### config.mk
export PLATFORM = sky130hd
export DESIGN_NAME = mac_result_writer
export DESIGN_NICKNAME = d
export VERILOG_FILES = /design/src/rtl/mac_result_writer.sv
export SDC_FILE = /design/constraint.sdc
export NUM_CORES = 2
export LEC_CHECK = 0
export ABC_AREA = 1
export BUFFER_PORTS_ARGS = -buffer_cell sky130_fd_sc_hd__buf_4
export CELL_PAD_IN_SITES_DETAIL_PLACEMENT = 1
export CELL_PAD_IN_SITES_GLOBAL_PLACEMENT = 2
export CORE_MARGIN = 10
export CORE_UTILIZATION = 45
export CTS_BUF_LIST = sky130_fd_sc_hd__clkbuf_4 sky130_fd_sc_hd__clkbuf_8
export DETAILED_ROUTE_END_ITERATION = 12
export PLACE_DENSITY = 0.86
export SLEW_MARGIN = 25
export SYNTH_ARGS = -nofsm -noshare
export SYNTH_HDL_FRONTEND = slang
export SYNTH_SLANG_ARGS = --single-unit
### constraint.sdc
create_clock -name clk -period 5.05 [get_ports clk]
set_clock_uncertainty 0.05 [all_clocks]
set_input_delay 0.2525 -clock clk [delete_from_list [all_inputs] [get_ports clk]]
set_output_delay 0.2525 -clock clk [all_outputs]
set_load 0.005 [all_outputs]
### src/rtl/mac_result_writer.sv
// mac_result_writer
//   Sits at the output end of the MAC pipeline. It buffers the accumulated row
//   sums in a result FIFO and writes each one to memory as a single 64-bit write.
//   Writes go to consecutive 8-byte addresses starting at a programmed base.
//   When the end of the stream is signalled, it drains the FIFO and then pulses
//   done. The result count stays readable afterwards.
//
// Ports
//   clk, rst          clock (rising edge) and asynchronous active-low reset
//   start, base_addr  start a run (IDLE only); base is forced to 8-byte alignment
//   push_in, v_in     result stream from the MAC (push_out / v_out)
//   eof_in            MAC has seen its last input; trailing results still arrive
//   stall_out         registered backpressure to the MAC
//   mem_req/addr/data one-cycle write request with address and data
//   mem_stall         memory busy; suppresses the request in the following cycle
//   busy, done        RUN/DRAIN indicator, one-cycle completion pulse
//   result_count      writes issued in the current or last run
//   overflow          sticky: a result arrived while the FIFO was full
//   o_dbg_state       current FSM state (0 IDLE, 1 RUN, 2 DRAIN, 3 DONE)
//
// Handshakes: push_in is a pure valid with no ready. stall_out only asks the
// MAC to stop, and STALL_MARGIN entries stay free for results already in
// flight. A push into a full FIFO is dropped and flagged. A write is issued
// in cycle t+1 only if in cycle t the FSM was in RUN/DRAIN, the FIFO held data
// and mem_stall was low. mem_req needs no acknowledge.

module mac_result_writer #(
  parameter int FIFO_DEPTH      = 32,
  parameter int LOG2_FIFO_DEPTH = 5,
  parameter int STALL_MARGIN    = 8,
  parameter int ADDR_WIDTH      = 48
) (
  input  logic                  clk,
  input  logic                  rst,
  input  logic                  start,
  input  logic [ADDR_WIDTH-1:0] base_addr,
  input  logic                  push_in,
  input  logic [63:0]           v_in,
  input  logic                  eof_in,
  output logic                  stall_out,
  output logic                  mem_req,
  output logic [ADDR_WIDTH-1:0] mem_addr,
  output logic [63:0]           mem_data,
  input  logic                  mem_stall,
  output logic                  busy,
  output logic                  done,
  output logic [31:0]           result_count,
  output logic                  overflow,
  output logic [1:0]            o_dbg_state
);

  typedef enum logic [1:0] {
    S_IDLE  = 2'd0,
    S_RUN   = 2'd1,
    S_DRAIN = 2'd2,
    S_DONE  = 2'd3
  } state_t;

  // Quiet cycles required in DRAIN; covers the MAC pipeline latency after eof.
  localparam int DRAIN_QUIET = 16;
  localparam logic [LOG2_FIFO_DEPTH:0] FULL_LEVEL  = (LOG2_FIFO_DEPTH+1)'(FIFO_DEPTH);
  localparam logic [LOG2_FIFO_DEPTH:0] STALL_LEVEL = (LOG2_FIFO_DEPTH+1)'(FIFO_DEPTH - STALL_MARGIN);
  localparam logic [4:0]               QUIET_LAST  = 5'(DRAIN_QUIET - 1);

  state_t                     r_state;
  state_t                     w_next_state;
  logic [63:0]                r_fifo [FIFO_DEPTH];
  logic [LOG2_FIFO_DEPTH-1:0] r_wr_ptr;
  logic [LOG2_FIFO_DEPTH-1:0] r_rd_ptr;
  logic [LOG2_FIFO_DEPTH:0]   r_count;
  logic [LOG2_FIFO_DEPTH:0]   w_count_next;
  logic [4:0]                 r_quiet;
  logic [ADDR_WIDTH-1:0]      r_base;
  logic [ADDR_WIDTH-1:0]      w_offset;
  logic                       r_stall;
  logic                       r_mem_req;
  logic [ADDR_WIDTH-1:0]      r_mem_addr;
  logic [63:0]                r_mem_data;
  logic [31:0]                r_result_count;
  logic                       r_overflow;
  logic                       w_full;
  logic                       w_empty;
  logic                       w_push;
  logic                       w_pop;
  logic                       w_quiet_done;

  assign w_full  = (r_count == FULL_LEVEL);
  assign w_empty = (r_count == '0);
  assign w_push  = push_in && !w_full;
  assign w_pop   = ((r_state == S_RUN) || (r_state == S_DRAIN)) && !w_empty && !mem_stall;

  // Byte offset of the next write; wraps with the address width.
  assign w_offset = ADDR_WIDTH'({r_result_count, 3'b000});

  assign w_quiet_done = (r_state == S_DRAIN) && w_empty && !push_in && (r_quiet == QUIET_LAST);

  always_comb begin
    w_count_next = r_count;
    if (w_push && !w_pop)      w_count_next = r_count + 1'b1;
    else if (!w_push && w_pop) w_count_next = r_count - 1'b1;
  end

  // FSM: state register
  always_ff @(posedge clk or negedge rst) begin
    if (!rst) r_state <= S_IDLE;
    else      r_state <= w_next_state;
  end

  // FSM: next state
  always_comb begin
    w_next_state = r_state;
    case (r_state)
      S_IDLE:  if (start)        w_next_state = S_RUN;
      S_RUN:   if (eof_in)       w_next_state = S_DRAIN;
      S_DRAIN: if (w_quiet_done) w_next_state = S_DONE;
      S_DONE:                    w_next_state = S_IDLE;
      default:                   w_next_state = S_IDLE;
    endcase
  end

  // FSM: outputs
  always_comb begin
    busy        = 1'b0;
    done        = 1'b0;
    o_dbg_state = r_state;
    case (r_state)
      S_RUN, S_DRAIN: busy = 1'b1;
      S_DONE:         done = 1'b1;
      default:        ;
    endcase
  end

  // Consecutive cycles in DRAIN with an empty FIFO and no incoming result.
  always_ff @(posedge clk or negedge rst) begin
    if (!rst) begin
      r_quiet <= '0;
    end else if ((r_state != S_DRAIN) || !w_empty || push_in) begin
      r_quiet <= '0;
    end else begin
      r_quiet <= r_quiet + 1'b1;
    end
  end

  // FIFO storage has no reset; only the pointers and occupancy define validity.
  always_ff @(posedge clk) begin
    if (w_push) r_fifo[r_wr_ptr] <= v_in;
  end

  always_ff @(posedge clk or negedge rst) begin
    if (!rst) begin
      r_wr_ptr <= '0;
      r_rd_ptr <= '0;
      r_count  <= '0;
    end else begin
      if (w_push) r_wr_ptr <= r_wr_ptr + 1'b1;
      if (w_pop)  r_rd_ptr <= r_rd_ptr + 1'b1;
      r_count <= w_count_next;
    end
  end

  always_ff @(posedge clk or negedge rst) begin
    if (!rst) begin
      r_base         <= '0;
      r_stall        <= 1'b0;
      r_mem_req      <= 1'b0;
      r_mem_addr     <= '0;
      r_mem_data     <= '0;
      r_result_count <= '0;
      r_overflow     <= 1'b0;
    end else begin
      r_overflow <= r_overflow | (push_in & w_full);
      r_stall    <= (w_count_next >= STALL_LEVEL);
      r_mem_req  <= w_pop;
      if ((r_state == S_IDLE) && start) begin
        r_base         <= {base_addr[ADDR_WIDTH-1:3], 3'b000};
        r_result_count <= '0;
      end
      if (w_pop) begin
        r_mem_data     <= r_fifo[r_rd_ptr];
        r_mem_addr     <= r_base + w_offset;
        r_result_count <= r_result_count + 1'b1;
      end
    end
  end

  assign stall_out    = r_stall;
  assign mem_req      = r_mem_req;
  assign mem_addr     = r_mem_addr;
  assign mem_data     = r_mem_data;
  assign result_count = r_result_count;
  assign overflow     = r_overflow;

endmodule

==> summary.log <==
INFO  global_routing grt_overflow=0
INFO  global_routing grt_antenna_before_repair=19
INFO  synth          synth_cell_type_count=46
INFO  die            io_pins=269
INFO  placed_design  gp_routability_congestion=0.8394
INFO  cells_and_area post_route_cells_drive_above_1_share=0.1273
INFO  synth          synth_seq_area_share=0.7297
INFO  timing         timing.hold.ws=92.35ps
INFO  clocking       tritoncts=built
INFO  critical_path  crit_path_max_delay_cell_type=sky130_fd_sc_hd__nor2_4
INFO  flow_run       max_cap_violations=0
INFO  detailed_routing residual_drc=0
INFO  clocking       clock_transition_at_the_registers_of_the_reported_paths=60ps
INFO  timing         layout_worst_path_cycle_share=0.6990
INFO  clocking       tritoncts.num_buffers=384
INFO  timing         fin_tns_setup=0ps
INFO  synth          yosys.area.top_type=sky130_fd_sc_hd__edfxtp_1
INFO  die            fp.dieW=471.1um
INFO  synth          yosysMostFrequentCell=sky130_fd_sc_hd__edfxtp_1
INFO  detailed_routing dr.pass1.iters=6
INFO  clocking       clkSinkCount=2260
INFO  synth          synthesis.area=0.09155mm2
INFO  critical_path  timing.critical_path.cells=inv_1 > ha_1 > inv_1 > nor2_2 > nand2_1 > nand2_1 > inv_2 > nand2_1 > nor2_4 > buf_12
INFO  synth          postSynthAreaPerCell=12.14um2
INFO  detailed_routing totalWireLength=291.5mm
INFO  clocking       clockBufferDepth=4
INFO  critical_path  critical_path.max_stage_delay=840ps
INFO  global_routing gr-usage-all-layers=0.2542
INFO  critical_path  worst_setup_end_kind=flop
INFO  synth          synth.top_cell.area_share=0.6717
INFO  detailed_routing detailedRoute.firstIterationViolations=6812
INFO  pwr            power_per_cell_area=539.6mW/mm2
INFO  critical_path  cp_data_arrival_time=4160ps
INFO  global_routing first_global_vias=67400
INFO  cells_and_area final_net_count=8194
INFO  cells_and_area layout.area.seq=0.06682mm2
INFO  cells_and_area area_growth_syn_to_layout=15.71%
INFO  cells_and_area nFillCells=20790
INFO  cells_and_area total_area_of_multi_input_combinational_cells=0.02208mm2
INFO  detailed_routing vias_per_cell=5.869
INFO  placed_design  post-dp-hpwl=154.8mm
INFO  clocking       post-cts-setup-buffers=0
INFO  critical_path  critPathKind=flop to flop
INFO  synth          synth-edff-count=2048
INFO  critical_path  crit_path_end=r_fifo[16][5]$_DFFE_PP_
INFO  status         status=complete, no violations
INFO  timing         clock.fmax=283.3MHz
INFO  critical_path  regToRegStartpoint=r_count[0]$_DFF_PN0_
INFO  die            die_height=471.1um
INFO  global_routing first_pass_grt_wire_length=432.0mm
INFO  critical_path  path_max_fanout=29
INFO  clocking       ctsHoldBuffers=174
INFO  timing         finalHoldViolations=0
INFO  critical_path  crit_path_frequent_cell=sky130_fd_sc_hd__nand2_1
INFO  timing         rsz0062_at_grt=no
INFO  critical_path  crit_cells=10
INFO  timing         tightestPinTransition=1129ps
INFO  timing         max-slew-margin-rel=0.2474
INFO  critical_path  reg2regPathDepth=10
INFO  critical_path  worst-r2r-setup-slack=1520ps
INFO  die            placeable_core_region=0.2023mm2
INFO  detailed_routing routed-via-count=64550
INFO  synth          dominantRegCellSynth=sky130_fd_sc_hd__edfxtp_1
INFO  hold_path      hold_path_class=input port to flop
INFO  timing         min_period=3530ps
INFO  timing         setup_viol=0
INFO  detailed_routing detail_route.wl_per_cell=26.51um
INFO  critical_path  regToRegEndpoint=r_fifo[16][5]$_DFFE_PP_
INFO  critical_path  cp-startpoint=r_count[0]$_DFF_PN0_
INFO  placed_design  port_buffers=262
INFO  clocking       ctsRootBufferMaster=sky130_fd_sc_hd__clkbuf_8
INFO  detailed_routing antenna_violating_nets_post_route=0
INFO  clocking       source_to_sink_clock_delay_at_the_later_pin_of_the_worst_skew_pair=1080ps
INFO  clocking       cts_repair_resize_count=0
INFO  critical_path  wp_data_required=5680ps
INFO  critical_path  critPathLaunchType=flop
INFO  synth          synth.top_cells.by_count=2048 x sky130_fd_sc_hd__edfxtp_1, 1386 x sky130_fd_sc_hd__nor2_1, 1036 x sky130_fd_sc_hd__o21ai_0, 913 x sky130_fd_sc_hd__nand2_1, 362 x sky130_fd_sc_hd__nand3_1
INFO  synth          synth-async-reset-ratio=0.09381
INFO  clocking       ctsHtreeMaxLevel=5
INFO  die            row_count=165
INFO  die            initial_utilization=0.4525
INFO  timing         final_max_slew_viol_count=0
INFO  global_routing grt_start_max_net_pins=243
INFO  synth          yosys_warnings=0
INFO  pwr            max-vdd-ir-drop=0.0005119V
INFO  critical_path  worstPathBufferInverterCount=4
INFO  critical_path  cp_top_family=simple AND/OR/NAND/NOR gates
INFO  die            dieArea=0.2219mm2
INFO  synth          post_synth_inst_count=7543
INFO  pwr            cellLeakagePower=37.06nW
INFO  synth          postSynthRegisterBits=2260
INFO  synth          synth.top_cells.by_area=sky130_fd_sc_hd__edfxtp_1 67%, sky130_fd_sc_hd__dfrtp_1 5.8%, sky130_fd_sc_hd__nor2_1 5.7%
-- placed cells by master, fill, tap and decap left out, types with 173 or more instances in the layout --
cell and n:
sky130_fd_sc_hd__inv_1 207, sky130_fd_sc_hd__o211ai_1 235, sky130_fd_sc_hd__nor2_1 1353, sky130_fd_sc_hd__buf_4 347
sky130_fd_sc_hd__clkbuf_8 414, sky130_fd_sc_hd__nand3_1 362, sky130_fd_sc_hd__o22ai_1 262, sky130_fd_sc_hd__edfxtp_1 2048
sky130_fd_sc_hd__dlygate4sd3_1 173, sky130_fd_sc_hd__nand2_1 912, sky130_fd_sc_hd__dfrtp_1 208, sky130_fd_sc_hd__o21ai_0 1036
-- layout make-up --
type,instances,share of cell area
antenna,9,0.0002126
clock buffer,571,0.06492
clock inverter,105,0.006969
inverter,217,0.008044
multi-input combinational,4602,0.2084
sequential,2260,0.6308
tap,2672,0.03156
timing repair buffer,562,0.04911
-- registers in the layout, indices dropped and copies added (netlist names), 6 cells and up --
register      cells
mem_addr         45
r_count           6
result_count     32
mem_data         64
r_fifo         2048
r_base           45
-- routing by layer --
layer | share of wire | vias up | global-route usage
met5 | 0.00028 | - | 0
met4 | 0.034 | 12 | 0.08850
met3 | 0.068 | 657 | 0.04160
met2 | 0.49 | 2549 | 0.4264
met1 | 0.41 | 33130 | 0.3355
li1 | - | 28200 | -
-- metrics by stage --
step | worst slack, ps | power, mW | util | cell area (um2) | cells
after global routing | 1394 | 60.06 | 0.5236 | 105900 | 11000
after floorplan | 513.4 | 33.81 | - | 91560 | 7545
after global placement | 1387 | 39.89 | 0.4767 | 96450 | 10140
after CTS | 1477 | 57.36 | 0.5233 | 105900 | 10990
after detailed placement | 1499 | 40.73 | 0.4770 | 96510 | 10140
final | 1520 | 57.16 | 0.5236 | 105900 | 11000
-- worst min-delay path by stage --
stage / cells after the start / endpoint / startpoint
finish: 2 / r_fifo[14][7]$_DFFE_PP_ / v_in[7]
global route: 2 / r_fifo[20][43]$_DFFE_PP_ / v_in[43]
CTS: 2 / r_fifo[14][6]$_DFFE_PP_ / v_in[6]
detailed placement: 1 / mem_addr[9]$_DFFE_PN0P_ / rst
global placement: 1 / mem_addr[9]$_DFFE_PN0P_ / rst
floorplan: 0 / mem_addr[10]$_DFFE_PN0P_ / rst
-- cell families after synthesis --
| group | count (synthesis) | synth area share |
|---|---|---|
| adder cells (fa/ha/maj) | 49 | 0.006779 |
| AO/OA/AOI/OAI | 1753 | 0.1071 |
| multiplexers | 2 | 0.0002187 |
| flip-flops | 2260 | 0.7297 |
| XOR/XNOR | 38 | 0.003635 |
| AND/OR/NAND/NOR | 2757 | 0.1205 |
| other | 1 | 0.00004096 |
| buffers and inverters | 683 | 0.03203 |
-- report_power, final --
part	switching (mW)	total [mW]	internal [mW]
Clock	7.31	16.5	9.22
Sequential	0.891	22.8	21.9
Combinational	12.7	17.8	5.09
-- worst reg2reg max path, cell delays in order, from the launching register on --
cell                      delay [ps]
sky130_fd_sc_hd__dfrtp_1         410
sky130_fd_sc_hd__inv_1           130
sky130_fd_sc_hd__ha_1            220
sky130_fd_sc_hd__inv_1            60
sky130_fd_sc_hd__nor2_2           50
sky130_fd_sc_hd__nand2_1          80
sky130_fd_sc_hd__nand2_1         160
sky130_fd_sc_hd__inv_2           250
sky130_fd_sc_hd__nand2_1         510
sky130_fd_sc_hd__nor2_4          850
sky130_fd_sc_hd__buf_12          350
(Power assumes the default switching activity.)
